--- src/rtl/gate_mvm_scheduler.sv ---
// gate_mvm_scheduler: round-robin sharing of one dot-product engine among NGATE LSTM gate requesters
module gate_mvm_scheduler #(
    parameter int NCOL          = 16,
    parameter int DSP48_PER_ROW = 2,
    parameter int NGATE         = 4,
    parameter int MEM_LAT       = 1,
    parameter int MAC_LAT       = 1,
    localparam int COL_W  = $clog2(NCOL),
    localparam int MUX_W  = (DSP48_PER_ROW > 1) ? $clog2(DSP48_PER_ROW) : 1,
    localparam int GATE_W = (NGATE > 1) ? $clog2(NGATE) : 1,
    localparam int AW     = GATE_W + MUX_W + COL_W
) (
    input  logic              clk,
    input  logic              reset,
    input  logic [NGATE-1:0]  req,
    input  logic              flush,
    output logic [NGATE-1:0]  grant,
    output logic              busy,
    output logic [AW-1:0]     mem_addr,
    output logic [COL_W-1:0]  x_index,
    output logic              issue_valid,
    output logic              acc_clr,
    output logic              acc_en,
    output logic [MUX_W-1:0]  acc_pass,
    output logic              res_we,
    output logic [GATE_W-1:0] res_gate,
    output logic [NGATE-1:0]  done
);
    localparam int L = MEM_LAT + MAC_LAT;
    localparam int DCNT_W = $clog2(L + 1);
    localparam logic [COL_W-1:0]  COL_LAST   = COL_W'(NCOL - 1);
    localparam logic [MUX_W-1:0]  PASS_LAST  = MUX_W'(DSP48_PER_ROW - 1);
    localparam logic [GATE_W-1:0] GATE_LAST  = GATE_W'(NGATE - 1);
    localparam logic [DCNT_W-1:0] DRAIN_LAST = DCNT_W'(L - 1);

    typedef enum logic [1:0] {IDLE, ISSUE, DRAIN, DONE} state_t;

    state_t state, state_nx;
    logic [GATE_W-1:0] gate, ptr, pick;
    logic [COL_W-1:0]  col;
    logic [MUX_W-1:0]  pass;
    logic [DCNT_W-1:0] dcnt;
    logic [L-1:0]      en_dly;
    logic [MUX_W-1:0]  pass_dly [L];
    logic issuing, last_issue, stay_issue;

    assign issuing    = state == ISSUE;
    assign last_issue = issuing && col == COL_LAST && pass == PASS_LAST;
    assign stay_issue = issuing && state_nx == ISSUE;

    // Round-robin pick: scanning from the farthest offset down lets the nearest requester at/after ptr win
    always_comb begin
        pick = ptr;
        for (int i = NGATE - 1; i >= 0; i--)
            if (req[(int'(ptr) + i) % NGATE]) pick = GATE_W'((int'(ptr) + i) % NGATE);
    end

    // Next state; flush aborts any active job straight back to IDLE
    always_comb begin
        state_nx = state;
        case (state)
            IDLE:    state_nx = |req ? ISSUE : IDLE;
            ISSUE:   state_nx = last_issue ? DRAIN : ISSUE;
            DRAIN:   state_nx = (dcnt == DRAIN_LAST) ? DONE : DRAIN;
            default: state_nx = IDLE;
        endcase
        if (flush && state != IDLE) state_nx = IDLE;
    end

    // State, column/pass/drain counters, latched owner and round-robin pointer
    always_ff @(posedge clk or negedge reset) begin
        if (!reset) begin
            state <= IDLE;
            gate  <= '0;
            ptr   <= '0;
            col   <= '0;
            pass  <= '0;
            dcnt  <= '0;
        end else begin
            state <= state_nx;
            if (state == IDLE && state_nx == ISSUE) gate <= pick;
            col  <= stay_issue ? col + 1'b1 : '0;
            pass <= !stay_issue ? '0 : (col != COL_LAST) ? pass : (pass == PASS_LAST) ? '0 : pass + 1'b1;
            dcnt <= (state == DRAIN && state_nx == DRAIN) ? dcnt + 1'b1 : '0;
            if (state == DONE && !flush) ptr <= (gate == GATE_LAST) ? '0 : gate + 1'b1;
        end
    end

    // Delay issue strobe and row select by the memory + MAC latency so they meet the product
    always_ff @(posedge clk or negedge reset) begin
        if (!reset) begin
            en_dly <= '0;
            for (int i = 0; i < L; i++) pass_dly[i] <= '0;
        end else if (flush) begin
            en_dly <= '0;
            for (int i = 0; i < L; i++) pass_dly[i] <= '0;
        end else begin
            en_dly      <= {en_dly[L-2:0], issuing};
            pass_dly[0] <= issuing ? pass : '0;
            for (int i = 1; i < L; i++) pass_dly[i] <= pass_dly[i-1];
        end
    end

    assign busy        = state != IDLE;
    assign grant       = busy ? NGATE'(1) << gate : '0;
    assign issue_valid = issuing;
    assign mem_addr    = issuing ? {gate, pass, col} : '0;
    assign x_index     = issuing ? col : '0;
    assign acc_clr     = issuing && col == '0 && pass == '0;
    assign acc_en      = en_dly[L-1];
    assign acc_pass    = pass_dly[L-1];
    assign res_we      = state == DONE;
    assign res_gate    = res_we ? gate : '0;
    assign done        = res_we ? grant : '0;
endmodule

--- config.mk ---
export PLATFORM = sky130hd
export DESIGN_NAME = gate_mvm_scheduler
export DESIGN_NICKNAME = d
export VERILOG_FILES = /design/src/rtl/gate_mvm_scheduler.sv
export SDC_FILE = /design/constraint.sdc
export NUM_CORES = 1
export LEC_CHECK = 0
export BUFFER_PORTS_ARGS = -buffer_cell sky130_fd_sc_hd__buf_2
export CORE_UTILIZATION = 52
export DETAILED_ROUTE_END_ITERATION = 10
export PLACE_DENSITY = 0.83
export RECOVER_POWER = 50
export SYNTH_ARGS = -nofsm -noshare
export SYNTH_HDL_FRONTEND = slang
export SYNTH_SLANG_ARGS = --single-unit
--- constraint.sdc ---
create_clock -name clk -period 2.8 [get_ports clk]
set_clock_uncertainty 0.1 [all_clocks]
set_input_delay 0.56 -clock clk [delete_from_list [all_inputs] [get_ports clk]]
set_output_delay 0.56 -clock clk [all_outputs]
set_load 0.03 [all_outputs]
==> results of run 1 <==
==> final cells by class <==
cell class / count / area [µm²]
Fill cell: 149 / 602
Multi-Input combinational cell: 73 / 459
Sequential cell: 17 / 425
Timing Repair Buffer: 33 / 163
Inverter: 10 / 37.5
Tap cell: 25 / 31.3
Clock buffer: 3 / 22.5
Clock inverter: 1 / 5.00
==> layout by cell type (no fill, tap or decap), drive strengths merged <==
cell type	instances
inv	10
buf	31
nor2	16
a221o	1
a21oi	3
nand3	2
a221oi	1
xor2	1
clkinv	1
and2	3
nor2b	7
clkbuf	5
nand2b	3
mux2	1
nand2	7
o21ai	4
nor4	3
a211o	1
o31ai	1
o21bai	1
xnor2	2
dfrtp	17
nor3	2
o311ai	1
and3	6
ha	7
==> kinds of logic (layout without fill, tap and decap cells) <==
group / count (synthesis) / after routing
xor gates and xnor gates: 3 / 3
and+or+nand+nor: 49 / 49
muxes: 1 / 1
buffers and inverters: 16 / 47
AOI/OAI and AO/OA: 13 / 13
adders and majority gates: 7 / 7
DFF: 17 / 17
==> metrics by stage <==
step	hold slack [ns]	util, %	area [µm²]	power (µW)
5_1_grt	0.317	65.5	1140	959
3_3_place_gp	0.329	64.2	1120	766
4_1_cts	0.0606	65.8	1150	907
2_1_floorplan	0.164	-	970	674
3_5_place_dp	0.336	64.2	1120	779
6_report	0.235	65.5	1140	894
==> state kept, by name (all words and copies together) (netlist names) <==
register	flops
pass_dly	1
gate	2
dcnt	2
col	4
en_dly	2
pass	1
acc_pass	1
ptr	2
state	2
==> critical path: cells and delay by family, from the launching register on <==
family	cells	cell delay, ns
simple gates	2	0.50
flops	1	0.48
buf+inv	2	0.31
==> path summary, 6_finish.rpt <==
check	slack, ns	depth (start not counted)	startpoint	to
worst min register to register	0.34	1	dcnt[0]$_DFF_PN0_	dcnt[0]$_DFF_PN0_
worst max register to register	1.29	4	state[1]$_DFF_PN0_	state[0]$_DFF_PN0_
max in group asynchronous	1.85	1	reset	col[3]$_DFF_PN0_
worst min-delay path	0.23	1	reset	dcnt[0]$_DFF_PN0_
worst max-delay path	0.55	4	state[1]$_DFF_PN0_	x_index[2]
min in group clk	0.34	1	dcnt[0]$_DFF_PN0_	dcnt[0]$_DFF_PN0_
==> power by group <==
part,internal (µW),switching [µW],total (µW)
Sequential,282,42.6,325
Clock,53.2,73.8,127
Combinational,131,311,443
==> routing by layer <==
layer	GRT usage, %	wire [µm]	vias to the layer above
met2	32.8	942	14
li1	-	-	409
met5	0	0	-
met1	25.8	819	380
met4	5.45	18	0
met3	6.00	75	5
==> out/summary.txt, run 1 <==
CTS tree = done
post-synthesis adder-cell area fraction = 9.03%
Clock Tree Buf Depth = 2
run status = completed
Max VDD drop = 0.360 mV
via count = 808
Worst-Margin Slew = 0.837 ns
setup TNS = 0 ns
Worst EP arrival = 1.59 ns
final setup vio count = 0
post-synthesis mux area share = 1.16%
crit-path cells = nand2b_1, inv_1, and2_1, buf_2
Post-route DRC = 0
layout cells sized above 1 = 27.7%
Synth Area in Compound Gates = 9.03%
I/O Buffers = 33
cts repair resizes = 0
Layout Nets = 152
I/O pins = 34
Hold-fix buffers, CTS = 0
Synth async-reset ratio = 100%
initial antenna violation count = 0
Critical Path Source Type = register
Setup crit end kind = output pin
setup slack after layout = 0.550 ns
placed cell count = 158
Die W = 45.2 µm
clock buffer count from CTS = 3
post-route clock period utilization = 80.4%
Post-Syn Nets = 120
count leader, synth = dfrtp_1
distinct cell type count after synthesis = 29
largest net degree at the start of global routing = 18
drt first pass iters = 4
final hold violation count = 0
Synth area leaders = dfrtp_1 (44%), ha_1 (9.0%), nor2_1 (5.8%)
maxcap violations = 0
post-route ant nets = 0
first-pass GRT wire length = 2.89 mm
average cell area after synthesis = 9.15 µm²
WP data required = 2.14 ns
synth warn = 0
HP Class = input port to async pin
Netlist Area Pre-Place = 970 µm²
RePlAce Congestion = 0.816
hpwl dp = 1.49 mm
Initial Utilization = 55.6%
Place WS = 0.869 ns
total die area = 2040 µm²
post-synth top area share = 43.9%
RSZ-0062 raised after global routing = false
slowest CP cell = dfrtp_1
worst skew pair latency = 0.29 ns
Commonest cells post-synth = dfrtp_1 (17), nor2_1 (15), inv_1 (9)
grt total ovfl = 0
vias per inst = 4.99
GRT Overall Usage = 20.0%
crit path time final = 2.25 ns
# diodes = 0
Final Non-Filler Cells = 162
Core Area = 1750 µm²
drt total wl = 1.86 mm
Yosys top cell by area = dfrtp_1
ys flop type = dfrtp_1
area added between synthesis and finish = 17.9%
Max FO, Critical Path = 9
Rel. slew slack = 44.2%
post-synthesis xor/xnor area fraction = 2.71%
simple logic cell fraction of the synthesized area = 25.7%
Slew Viols, Final = 0
EDFF count, synth = 0
clock tree sinks = 17
P per Cell Area = 782 nW/µm²
Syn Inst Count = 106
CTS H-tree depth = 1
Fmax = 444 MHz
largest stage delay on the critical path = 0.48 ns
Worst Setup Path Type = register to output pin
Rows = 15
routed len/inst = 11.5 µm
height of the die = 45.2 µm
Initial DRC Count = 9
FF+latch count, synth = 17
sequential element share of the synthesized area = 43.9%
post-CTS setup buffers = 0
CTS clk-pin slew, worst paths = 0.09 ns
vias in the first global route = 676
Pleak = 0.000641 µW
largest family of logic cells by synthesized area = simple AND/OR/NAND/NOR gates
root buffer cell = clkbuf_4
Power figures use the tool's default switching activity.
==> inputs of run 2 (changes only) <==
- ABC_AREA: default -> 1
- CORE_UTILIZATION: 52 -> 46
- PLACE_DENSITY: 0.83 -> 0.75
- clock period: 2.8 -> 2 ns (I/O delays scaled with it)
==> out/summary.txt, run 2 <==
Syn Inst Count = 161 (+52%)
Switch Pwr = 797 µW (+86%)
Hold Crit Start = flush
Post-route DRC = 0 (unchanged)
Clock Tree Buf Depth = 2 (unchanged)
clock tree sinks = 17 (unchanged)
Initial Utilization = 50.4% (-5.1 points)
final hold violation count = 0 (unchanged)
largest stage delay on the critical path = 0.45 ns (-0.03 ns)
worst r2r src = state[1]$_DFF_PN0_
Worst Setup Path Type = register to output pin
largest net degree at the start of global routing = 18 (unchanged)
grt total ovfl = 0 (unchanged)
total area of sequential cells = 425 µm² (unchanged)
maxcap violations = 0 (unchanged)
post-route ant nets = 0 (unchanged)
height of the die = 52.2 µm (+16%)
Die W = 52.2 µm (+16%)
CTS H-tree depth = 1 (unchanged)
Setup crit end kind = output pin
distinct cell type count after synthesis = 21 (-28%)
CTS clk-pin slew, worst paths = 0.10 ns (about the same)
final setup vio count = 0 (unchanged)
hpwl dp = 1.94 mm (+30%)
via count = 1057 (+31%)
Max VDD drop = 0.807 mV (+120%)
Worst EP arrival = 1.38 ns (-0.21 ns)
Layout Nets = 208 (+37%)
synth warn = 0 (unchanged)
ys flop type = dfrtp_1
Rel. slew slack = 40.4% (-3.8 points)
clock buffer count from CTS = 3 (unchanged)
Worst R2R Setup Slack = 0.36 ns (-0.93 ns)
placed cell count = 216 (+37%)
most common cell after layout, fill and taps aside = nand2_1
Worst-Margin Slew = 0.895 ns (+0.0575 ns)
Slew Viols, Final = 0 (unchanged)
count leader, synth = nand2_1
initial antenna violation count = 0 (unchanged)
sw frac = 52.6% (+4.7 points)
I/O Buffers = 33 (unchanged)
R2R cell count = 5 (+1)
clock group share of total power = 12.2% (-2.0 points)
crit-path cells = nor2_4, inv_2, nor2_1, buf_2
Yosys top cell by area = dfrtp_1
# diodes = 0 (unchanged)
total die area = 2720 µm² (+33%)
Post-DP Area = 1320 µm² (+18%)
slowest CP cell = dfrtp_1
hold path depth = 2
I/O pins = 34 (unchanged)
RePlAce Congestion = 0.853 (+4.4%)
vias in the first global route = 1068 (+58%)
Rows = 17 (+2)
Core Area = 2300 µm² (+32%)
post-synth top area share = 36.7% (-7.2 points)
WP data required = 1.50 ns (-0.64 ns)
Comb pwr share = 56.8% (+7.3 points)
fill cell count = 210 (+41%)
Pint = 719 µW (+54%)
crit path time final = 1.88 ns
Final Non-Filler Cells = 221 (+36%)
Fmax = 532 MHz
EDFF count, synth = 0 (unchanged)
crit path buf inv count = 2 (unchanged)
CTS tree = done
utilization after layout = 58.2% (-7.3 points)
Initial DRC Count = 21 (+12)
drt total wl = 2.40 mm (+29%)
sequential element share of the synthesized area = 36.7% (-7.2 points)
layout cells sized above 1 = 27.5% (-0.28 points)
WP depth = 4 (unchanged)
FF+latch count, synth = 17 (unchanged)
worst skew pair latency = 0.28 ns (about the same)
most frequent cells in the layout = nand2_1 (35), buf_2 (30), nor2_1 (28)
first-pass GRT wire length = 4.22 mm (+46%)
hold endpoint = acc_pass$_DFF_PN0_
average cell area after synthesis = 7.20 µm² (-21%)
Critical Path Source Type = register
Commonest cells post-synth = nand2_1 (34), nor2_1 (31), inv_1 (25)
largest reg by FF count = col
GRT Overall Usage = 20.4% (+0.32 points)
post-route clock period utilization = 93.9%
area of the multi-input gates = 546 µm² (+19%)
routed len/inst = 10.8 µm (-5.4%)
drt first pass iters = 4 (unchanged)
Post-Syn Nets = 175 (+46%)
Netlist Area Pre-Place = 1160 µm² (+19%)
vias per inst = 4.78 (-4.1%)
r2r endpoint = col[0]$_DFF_PN0_
Pleak = 0.000774 µW (+21%)
Critical path origin = state[1]$_DFF_PN0_
Synth async-reset ratio = 100% (unchanged)
root buffer cell = clkbuf_4
Final Cell Area = 1340 µm² (+17%)
Largest register FFs = 4 (unchanged)
Sequential Power Share = 31.0% (-5.3 points)
Synth area leaders = dfrtp_1 (37%), nand2_1 (11%), nor2_1 (10%)
run status = completed
area added between synthesis and finish = 15.3%
setup TNS = 0 ns (unchanged)
HP Class = input port to register
P per Cell Area = 1130 nW/µm² (+45%)
RSZ-0062 raised after global routing = false
Top delay family on crit path = flip-flops
Max FO, Critical Path = 11 (+2)
## run 2: cell families (layout without fill, tap and decap cells)
family	Yosys count	count (layout)	share of synthesized area (%)
flip-flops	17	17	36.7
buffers and inverters	39	71	15.9
AO/OA/AOI/OAI	7	7	5.08
adder cells (fa/ha/maj)	7	7	7.56
XOR/XNOR	1	1	0.756
AND/OR/NAND/NOR	90	90	34.0
## run 2: worst max-delay path by stage
| stage | to | slack, ns |
|---|---|---|
| 3_3_place_gp | grant[0] | 0.47 |
| 3_5_place_dp | grant[0] | 0.42 |
| 6_report | mem_addr[4] | 0.12 |
| 2_1_floorplan | x_index[1] | 0.09 |
| 5_1_grt | done[0] | 0.02 |
| 4_1_cts | done[0] | 0.09 |
## run 2: power groups by stage
stage / sequential, µW / combinational (µW) / clock, µW
finish: 470 / 861 / 185
global placement: 467 / 872 / 0
floorplan: 459 / 723 / 0
CTS: 468 / 893 / 187
global route: 479 / 956 / 199
detailed placement: 474 / 888 / 0
## run 2: worst reg2reg max path, stage by stage (launching register included)
cell	delay [ns]
dfrtp_1	0.46
inv_1	0.07
nand2_1	0.11
inv_1	0.13
o21ai_0	0.56
nor2_1	0.09
## run 2: area by class of cell
class	count	area share, %
clock buffers	3	1.69
clock inverters	1	0.375
inverters	33	9.83
multi-input cells	105	40.8
flip-flops and latches	17	31.8
well taps	28	2.62
repair buffers	34	12.8
## run 2: through the flow
step	setup WS, ns	hold WS [ns]	total power, µW
global route	0.0179	0.237	1630
global placement	0.474	0.238	1340
floorplan	0.0915	0.00441	1180
detailed placement	0.419	0.239	1360
CTS	0.0906	0.230	1550
finish	0.122	0.234	1520
## run 2: per-layer routing
| metal | routed length, µm | global-route usage (%) | vias to the layer above |
|---|---|---|---|
| met4 | 0 | 3.95 | 0 |
| li1 | - | - | 543 |
| met2 | 1280 | 39.3 | 18 |
| met1 | 1060 | 23.8 | 496 |
| met3 | 57 | 2.61 | 0 |
| met5 | 0 | 0 | - |
## run 2: timing repair
action / CTS / global route
endpoints found under the setup margin: 0 / 2
setup buffers: 0 / 0
hold endpoints to repair: 17 / 0
hold buffers: 1 / 0
gates resized for setup: 0 / 1
